### config.mk
export PLATFORM = sky130hd
export DESIGN_NAME = axi_wr_beat_gen
export DESIGN_NICKNAME = d
export VERILOG_FILES = /design/src/rtl/axi_pkg.sv /design/src/rtl/axi_addr_next.sv /design/src/rtl/axi_wr_beat_gen.sv
export SDC_FILE = /design/constraint.sdc
export NUM_CORES = 1
export LEC_CHECK = 0
export ABC_CLOCK_PERIOD_IN_PS = 3600
export CAP_MARGIN = 20
export CORE_MARGIN = 4
export CORE_UTILIZATION = 40
export CTS_CLUSTER_DIAMETER = 30
export DETAILED_ROUTE_END_ITERATION = 8
export HOLD_SLACK_MARGIN = 0.1
export PLACE_DENSITY = 0.89
export SKIP_CTS_REPAIR_TIMING = 1
export SLEW_MARGIN = 10
export SYNTH_ARGS = -nofsm -noshare
export SYNTH_HDL_FRONTEND = slang
export SYNTH_SLANG_ARGS = --single-unit
### constraint.sdc
create_clock -name clk -period 3.6 [get_ports clk]
set_clock_uncertainty 0.15 [all_clocks]
set_input_delay 0.54 -clock clk [delete_from_list [all_inputs] [get_ports clk]]
set_output_delay 0.54 -clock clk [all_outputs]
set_load 0.005 [all_outputs]
### src/rtl/axi_pkg.sv
// Shared AXI definitions for the write-beat generator: burst encodings,
// response codes and the beat-generator FSM states.
package axi_pkg;

  typedef enum logic [1:0] {
    BURST_FIXED = 2'b00,
    BURST_INCR  = 2'b01,
    BURST_WRAP  = 2'b10
  } burst_t;

  // Reserved encoding; the generator treats it as INCR and reports an error.
  localparam logic [1:0] BURST_RSVD = 2'b11;

  localparam logic [1:0] RESP_OKAY   = 2'b00;
  localparam logic [1:0] RESP_SLVERR = 2'b10;

  typedef enum logic [1:0] {
    ST_IDLE,
    ST_DATA,
    ST_RESP
  } state_t;

  // A WRAP burst must be 2, 4, 8 or 16 beats long.
  function automatic logic wrap_len_ok(input logic [7:0] len);
    return (len == 8'd1) || (len == 8'd3) || (len == 8'd7) || (len == 8'd15);
  endfunction

endpackage

### src/rtl/axi_addr_next.sv
// Combinational next-beat address for FIXED / INCR / WRAP bursts.
// The burst input is expected to be already normalised (no reserved code,
// WRAP only with a legal length).
module axi_addr_next
  import axi_pkg::*;
#(
  parameter int ADDR_WIDTH = 32
) (
  input  logic [ADDR_WIDTH-1:0] addr,
  input  logic [1:0]            burst,
  input  logic [2:0]            size,
  input  logic [7:0]            len,
  output logic [ADDR_WIDTH-1:0] next_addr
);

  logic [ADDR_WIDTH-1:0] beat_bytes;
  logic [ADDR_WIDTH-1:0] incr_addr;
  logic [ADDR_WIDTH-1:0] wrap_mask;

  // Select the following beat address; INCR wraps modulo 2^ADDR_WIDTH naturally.
  always_comb begin
    beat_bytes = ADDR_WIDTH'(1) << size;
    incr_addr  = addr + beat_bytes;
    wrap_mask  = ((ADDR_WIDTH'(len) + ADDR_WIDTH'(1)) << size) - ADDR_WIDTH'(1);
    next_addr  = incr_addr;
    case (burst)
      BURST_FIXED: next_addr = addr;
      BURST_WRAP:  next_addr = (addr & ~wrap_mask) | (incr_addr & wrap_mask);
      default:     next_addr = incr_addr;
    endcase
  end

endmodule

### src/rtl/axi_wr_beat_gen.sv
// AXI write-burst to per-beat cache-write converter. Accepts one merged AW
// at a time, streams each W beat to the cache port with its own address,
// then returns a single B response (SLVERR if anything about the burst was
// malformed).
module axi_wr_beat_gen
  import axi_pkg::*;
#(
  parameter int ADDR_WIDTH = 32,
  parameter int DATA_WIDTH = 64,
  parameter int ID_WIDTH   = 4
) (
  input  logic                    clk,
  input  logic                    rst,

  input  logic                    s_awvalid,
  output logic                    s_awready,
  input  logic [ADDR_WIDTH-1:0]   s_awaddr,
  input  logic [ID_WIDTH-1:0]     s_awid,
  input  logic [1:0]              s_awburst,
  input  logic [2:0]              s_awsize,
  input  logic [7:0]              s_awlen,

  input  logic                    s_wvalid,
  output logic                    s_wready,
  input  logic [DATA_WIDTH-1:0]   s_wdata,
  input  logic [DATA_WIDTH/8-1:0] s_wstrb,
  input  logic                    s_wlast,

  output logic                    s_bvalid,
  input  logic                    s_bready,
  output logic [1:0]              s_bresp,
  output logic [ID_WIDTH-1:0]     s_bid,

  output logic                    cw_valid,
  input  logic                    cw_ready,
  output logic [ADDR_WIDTH-1:0]   cw_addr,
  output logic [DATA_WIDTH-1:0]   cw_data,
  output logic [DATA_WIDTH/8-1:0] cw_strb,
  output logic                    cw_last
);

  localparam int STRB_WIDTH = DATA_WIDTH / 8;

  state_t                state;
  logic [ADDR_WIDTH-1:0] addr_q;
  logic [ADDR_WIDTH-1:0] addr_nxt;
  logic [ID_WIDTH-1:0]   id_q;
  logic [1:0]            burst_q;
  logic [2:0]            size_q;
  logic [7:0]            len_q;
  logic [7:0]            cnt_q;
  logic                  err_q;
  logic                  oversize_q;
  logic                  awready_q;
  logic                  bvalid_q;
  logic [1:0]            bresp_q;
  logic [ID_WIDTH-1:0]   bid_q;

  logic                  in_data;
  logic                  aw_hs;
  logic                  w_hs;
  logic                  last_beat;
  logic                  wlast_bad;
  logic [1:0]            aw_burst_eff;
  logic                  aw_burst_bad;
  logic                  aw_oversize;

  axi_addr_next #(
    .ADDR_WIDTH (ADDR_WIDTH)
  ) u_addr_next (
    .addr      (addr_q),
    .burst     (burst_q),
    .size      (size_q),
    .len       (len_q),
    .next_addr (addr_nxt)
  );

  // Classify the incoming AW: demote illegal burst types to INCR and flag
  // beats wider than the data bus.
  always_comb begin
    // NOTE: every always_comb output gets a default first so no path leaves it unassigned (no latch).
    aw_burst_eff = s_awburst;
    aw_burst_bad = 1'b0;
    if ((s_awburst == BURST_RSVD) ||
        ((s_awburst == BURST_WRAP) && !wrap_len_ok(s_awlen))) begin
      aw_burst_eff = BURST_INCR;
      aw_burst_bad = 1'b1;
    end
    aw_oversize = (32'd1 << s_awsize) > 32'(STRB_WIDTH);
  end

  // The W path is combinational so a beat can move every cycle; oversize
  // bursts are drained without ever touching the cache.
  assign in_data   = (state == ST_DATA);
  assign last_beat = (cnt_q == 8'd0);
  assign s_wready  = in_data && (oversize_q || cw_ready);
  assign cw_valid  = in_data && s_wvalid && !oversize_q;
  assign cw_addr   = addr_q;
  assign cw_data   = s_wdata;
  assign cw_strb   = s_wstrb;
  assign cw_last   = in_data && last_beat;
  assign aw_hs     = s_awvalid && awready_q;
  assign w_hs      = s_wvalid && s_wready;
  assign wlast_bad = (s_wlast != last_beat);

  assign s_awready = awready_q;
  assign s_bvalid  = bvalid_q;
  assign s_bresp   = bresp_q;
  assign s_bid     = bid_q;

  // Burst FSM: capture AW, count beats down to zero, then hold B until taken.
  always_ff @(posedge clk or posedge rst) begin
    if (rst) begin
      // NOTE: sequential state uses non-blocking assignments so every flop samples pre-edge values.
      state      <= ST_IDLE;
      addr_q     <= '0;
      id_q       <= '0;
      burst_q    <= '0;
      size_q     <= '0;
      len_q      <= '0;
      cnt_q      <= '0;
      err_q      <= 1'b0;
      oversize_q <= 1'b0;
      awready_q  <= 1'b0;
      bvalid_q   <= 1'b0;
      bresp_q    <= '0;
      bid_q      <= '0;
    end else begin
      case (state)
        ST_IDLE: begin
          awready_q <= 1'b1;
          if (aw_hs) begin
            addr_q     <= s_awaddr;
            id_q       <= s_awid;
            burst_q    <= aw_burst_eff;
            size_q     <= s_awsize;
            len_q      <= s_awlen;
            cnt_q      <= s_awlen;
            oversize_q <= aw_oversize;
            err_q      <= aw_burst_bad || aw_oversize;
            awready_q  <= 1'b0;
            state      <= ST_DATA;
          end
        end
        ST_DATA: begin
          if (w_hs) begin
            addr_q <= addr_nxt;
            cnt_q  <= cnt_q - 8'd1;
            err_q  <= err_q || wlast_bad;
            if (last_beat) begin
              bvalid_q <= 1'b1;
              bid_q    <= id_q;
              bresp_q  <= (err_q || wlast_bad) ? RESP_SLVERR : RESP_OKAY;
              state    <= ST_RESP;
            end
          end
        end
        ST_RESP: begin
          if (s_bready) begin
            bvalid_q  <= 1'b0;
            awready_q <= 1'b1;
            state     <= ST_IDLE;
          end
        end
        default: state <= ST_IDLE;
      endcase
    end
  end

endmodule

* Yosys cells after proc, flatten, opt, wreduce, memory -nomap -nowiden
Index checks and enable logic that the tools add are counted.
** Cells by class
- $add $sub $neg :: 4
- Order comparisons :: 1
- Equality and inequality tests :: 15
- Shift operators :: 3
- Mux-type cells :: 25
- Bitwise gates (word level) :: 4
- Reductions and logical operators :: 29
** Operators with widths (count)
- $pmux W32 S2 :: 2
- $and A32 B32 Y32 :: 2
- $mux W32 :: 2
- $shl A1 B3 Y32 const A :: 2
- $add A32 B32 Y32 :: 1
- $gt A32 B4 Y1 const B :: 1
- $not A32 Y32 :: 1
- $or A32 B32 Y32 :: 1
- $shl A32 B3 Y32 :: 1
- $sub A32 B1 Y32 const B :: 1
- $mux W8 :: 2
- $pmux W8 S2 :: 1
- $mux W2 :: 6
- $reduce_and A4 Y1 :: 3
- $add A8 B1 Y9 const B :: 1
- $eq A2 B2 Y1 const B :: 4
- $eq A8 B1 Y1 const B :: 1
- $eq A8 B2 Y1 const B :: 1
- $eq A8 B3 Y1 const B :: 1
- $eq A8 B4 Y1 const B :: 1
- $logic_not A8 Y1 :: 1
- $mux W1 :: 8
- $sub A8 B1 Y8 const B :: 1
- $logic_and A1 B1 Y1 :: 7
- 12 further kinds :: 29
** Storage, ports and cells
- Flip-flop bits (word level) :: 69
- Input bits :: 128
- Output and inout port bits :: 115
- Word-level logic and storage cells :: 94

* Longest topological paths before layout
- Depth in word-level cells :: 11
- Mapped depth :: 19
- Mapped depth without buffers :: 15

* By module
A second synthesis with hierarchy kept.
** Unflattened totals
- Cell total of the unflattened synthesis :: 747
- Area, all modules :: 6067.1 um2
** By module, submodules not included
- axi_wr_beat_gen :: times used 1, cells an instance 399, area an instance 3779.9 um2, seq. area each 1701.6 um2
- axi_addr_next :: times used 1, cells an instance 348, area an instance 2287.2 um2, seq. area each 0.0 um2

* Worst setup path before layout
Ideal clock, no wire load.
- Kind :: register -> register
- Start :: reg size_q[0]
- End :: reg (tool-made name)
- Setup time :: 0.082 ns
- Arrival :: 3.375 ns
- Data required time :: 3.368 ns
- Setup slack :: -0.007 ns
- Stages on the path, launching flop included :: 20
- Path buffers :: 5
- Period minus slack after synthesis :: 3.607 ns
- Path through :: dfrtp_1 > buf_4 > buf_2 > buf_4 > nor3_1 > ha_1 > inv_1 > fa_1 > nor2b_1 > o21ai_0 > a21o_1 > a31oi_1 > and2_1 > buf_6 > and4_1 > clkbuf_1 > nand3_1 > xnor2_1 > o211ai_1 > a31oi_1
** RTL lines
- from (decl) :: RTL line axi_wr_beat_gen.sv:49 : logic [2:0] size_q;
- from (signal assigned) :: RTL line axi_wr_beat_gen.sv:136 : size_q <= s_awsize;

==> results.json <==
{
  "status": "completed",
  "fp.dieW_um": 129.7,
  "crit_path_top_delay_cell": "sky130_fd_sc_hd__dfrtp_1",
  "min-delay-path-class": "reg2reg",
  "power.leakage_nw": 2.774,
  "critical_path.max_stage_delay_ns": 0.48,
  "syn_area_per_cell_um2": 7.995,
  "synth.ff_latch_count": 68,
  "switching_share_pct": 45.49,
  "most-common-layout-cells": "sky130_fd_sc_hd__nand2_1, sky130_fd_sc_hd__clkdlybuf4s50_1, sky130_fd_sc_hd__dfrtp_1",
  "synth.yosys.seq_area_share_pct": 28.72,
  "met2RoutedLength_um": 7671,
  "vias_per_cell": 5.830,
  "clock.fmax_mhz": 290.8,
  "rsz0062_at_grt": "no",
  "placement.io_buffers": 97,
  "detail_route.wirelength.met1_um": 7063,
  "pwr-share-seq_pct": 25.5,
  "tritoncts_num_sinks": 68,
  "finish.instance_area_um2": 6827,
  "initial_utilization_pct": 40.76,
  "root_buffer": "sky130_fd_sc_hd__clkbuf_16",
  "gate_power_share_pct": 59.6,
  "finalHoldWorstSlack_ns": 0.3197,
  "via_count": 5515,
  "worst_setup_path_end_kind": "flip-flop",
  "synth_cells": 741,
  "syn_area_um2": 5924,
  "drtPass1Iterations": 7,
  "die_area_um2": 16820,
  "crit_required_ns": 3.66,
  "path_max_fanout": 7,
  "dominantRegCellSynth": "sky130_fd_sc_hd__dfrtp_1",
  "mostFrequentLayoutCell": "sky130_fd_sc_hd__nand2_1",
  "netlist-cell-type-count": 92,
  "setup_viol": 0,
  "area_growth_syn_to_layout_pct": 15.23,
  "number_of_antenna_violations_at_the_first_check_in_global_routing": 0,
  "routedWlPerCell_um": 17.13,
  "hpwl_um": 12010,
  "post_dp_cell_area_um2": 6515,
  "num_antenna_cells": 0,
  "drt_first_iter_violations": 407,
  "synth_top_area_share_pct": 28.72,
  "fp-row-count": 44,
  "tightest_slew_ns": 0.7530,
  "max-slew-margin-rel_pct": 49.73,
  "fillers": 1419,
  "asyncSetResetFlopFracSynth_pct": 100.0,
  "place.gp.congestion": 0.9105,
  "tritoncts_clock_tree": "done",
  "worst_path_dominant_cell_family": "simple AND/OR/NAND/NOR gates",
  "yosys-top-cells-area": "sky130_fd_sc_hd__dfrtp_1, sky130_fd_sc_hd__buf_4, sky130_fd_sc_hd__nand2_1, sky130_fd_sc_hd__a21oi_1, sky130_fd_sc_hd__o21ai_0",
  "wirelength_um": 16200,
  "routed-wl-met3_um": 1104,
  "cts_made_buffers": 9,
  "fp.coreArea_um2": 14530,
  "clkLatencyLatePin_ns": 0.34,
  "pwr_density_cell_nw_per_um2": 888.1,
  "final-hold-violation-count": 0,
  "multiInputGateArea_um2": 3373,
  "fp.dieH_um": 129.7,
  "internal-power_w": 0.003304,
  "ys_warnings": 0,
  "postSynthNetCount": 883,
  "synth_enable_flop_cells": 0,
  "maximum_vdd_drop_mv": 0.4056,
  "drive_gt1_share_pct": 10.37,
  "drtAntennaViolNets": 0,
  "path_class": "reg2reg",
  "htreeDepth": 3,
  "gr-total-overflow": 0,
  "clockBufferDepth": 2,
  "route.top_layer_used": "met4",
  "grt_first_pass_wirelength_um": 26590,
  "num_io_pins": 243,
  "netSwitchingPower_w": 0.002758,
  "critPathLaunchType": "flip-flop",
  "total_of_max_cap_violations": 0,
  "clkPwrFrac_pct": 14.9,
  "finalCritPeriodShare_pct": 95.51,
  "slew_viol_final": 0,
  "cell_by_cell_listing_of_the_critical_path": "nor3_2, ha_1, inv_1, fa_1, nor2b_1, o21ai_0, a21o_1, a31oi_1, and2_1, and4_1, buf_4, nand3_1, o22ai_1, a21oi_1",
  "grtUsageTotal_pct": 19.43,
  "first_global_vias": 5353,
  "timing.final.crit_period_ns": 3.438,
  "totalNegativeSetupSlack_ns": 0,
  "drc": 0,
  "clk_pin_slew_worst_paths_ns": 0.06,
  "worst-endpoint-arrival_ns": 3.50,
  "synthDominantAreaCellType": "sky130_fd_sc_hd__dfrtp_1",
  "path_buf_inv": 2,
  "grt_max_degree": 42,
  "num-nets-final": 900,
  "area.sequential_um2": 1703,
  "final_core_util_pct": 46.97
}
cells in the mapped netlist (6+ instances only):
| library cell | number |
|---|---|
| sky130_fd_sc_hd__inv_1 | 21 |
| sky130_fd_sc_hd__nand4_1 | 9 |
| sky130_fd_sc_hd__clkbuf_1 | 14 |
| sky130_fd_sc_hd__nand3_1 | 23 |
| sky130_fd_sc_hd__buf_6 | 7 |
| sky130_fd_sc_hd__a21oi_1 | 62 |
| sky130_fd_sc_hd__nand2_1 | 105 |
| sky130_fd_sc_hd__ha_1 | 13 |
| sky130_fd_sc_hd__dfrtp_1 | 68 |
| sky130_fd_sc_hd__o21ai_1 | 8 |
| sky130_fd_sc_hd__a31oi_1 | 8 |
| sky130_fd_sc_hd__buf_2 | 6 |
| sky130_fd_sc_hd__o21ai_0 | 58 |
| sky130_fd_sc_hd__and3_1 | 9 |
| sky130_fd_sc_hd__o22ai_1 | 8 |
| sky130_fd_sc_hd__xnor2_1 | 11 |
| sky130_fd_sc_hd__nor2b_1 | 6 |
| sky130_fd_sc_hd__a22oi_1 | 7 |
| sky130_fd_sc_hd__buf_4 | 82 |
| sky130_fd_sc_hd__xor2_1 | 7 |
| sky130_fd_sc_hd__nor3_1 | 12 |
| sky130_fd_sc_hd__a211oi_1 | 8 |
| sky130_fd_sc_hd__nand2b_1 | 8 |
| sky130_fd_sc_hd__nor2_1 | 57 |
per-layer routing:
metal | vias to the layer above | GRT usage (%)
met4 | 0 | 6.724
met5 | - | 0
met3 | 43 | 4.175
met1 | 2630 | 26.02
met2 | 218 | 31.24
li1 | 2624 | -
stage by stage:
step                std cells  power [W]  setup WS, ns
global placement          931   0.005010        0.1816
global route              946   0.006548      0.005885
CTS                       946   0.006025        0.1216
detailed placement        931   0.005097        0.1629
finish                    946   0.006062        0.1617
floorplan                 741   0.004066       0.06956
worst min-delay path: cells and delay by family, from the launching register on:
family        cells  cell delay [ns]
simple gates      2             0.10
flops             1             0.34
layout make-up:
type,instances,area share [%]
clock buffer,10,3.501
clock inverter,5,0.8981
inverter,23,1.265
multi-input combinational,539,49.41
sequential,68,24.94
tap,184,3.372
timing repair buffer,117,16.61
worst paths after layout:
| kind | cells past startpoint | slack (ns) | start | endpoint |
|---|---|---|---|---|
| setup / recovery | 14 | 0.16 | size_q[2] | flip-flop |
| hold / removal | 2 | 0.32 | id_q[0] | id_q[0] |
| setup reg to reg | 14 | 0.16 | size_q[2] | flip-flop |
| hold reg to reg | 2 | 0.32 | id_q[0] | id_q[0] |
| max in group asynchronous | 3 | 2.13 | rst | size_q[0] |
| min in group asynchronous | 2 | 0.50 | rst | asynchronous set/reset pin |
power groups by stage:
stage / logic (W) / registers (W) / clock network [W]
final: 0.00361 / 0.00155 / 0.000902
after global routing: 0.00400 / 0.00161 / 0.000944
after CTS: 0.00358 / 0.00153 / 0.000913
after detailed placement: 0.00355 / 0.00154 / 0
after global placement: 0.00348 / 0.00153 / 0
after floorplan: 0.00268 / 0.00139 / 0
logic make-up after synthesis:
| family | count (synthesis) | share of synthesized area (%) |
|---|---|---|
| xor gates and xnor gates | 18 | 2.661 |
| DFF | 68 | 28.72 |
| muxes | 13 | 2.619 |
| buffers and inverters | 134 | 14.85 |
| adders and majority gates | 14 | 3.084 |
| AOI/OAI and AO/OA | 224 | 25.49 |
| and+or+nand+nor | 269 | 22.51 |
| other | 1 | 0.06330 |
Power figures use the tool's default switching activity.
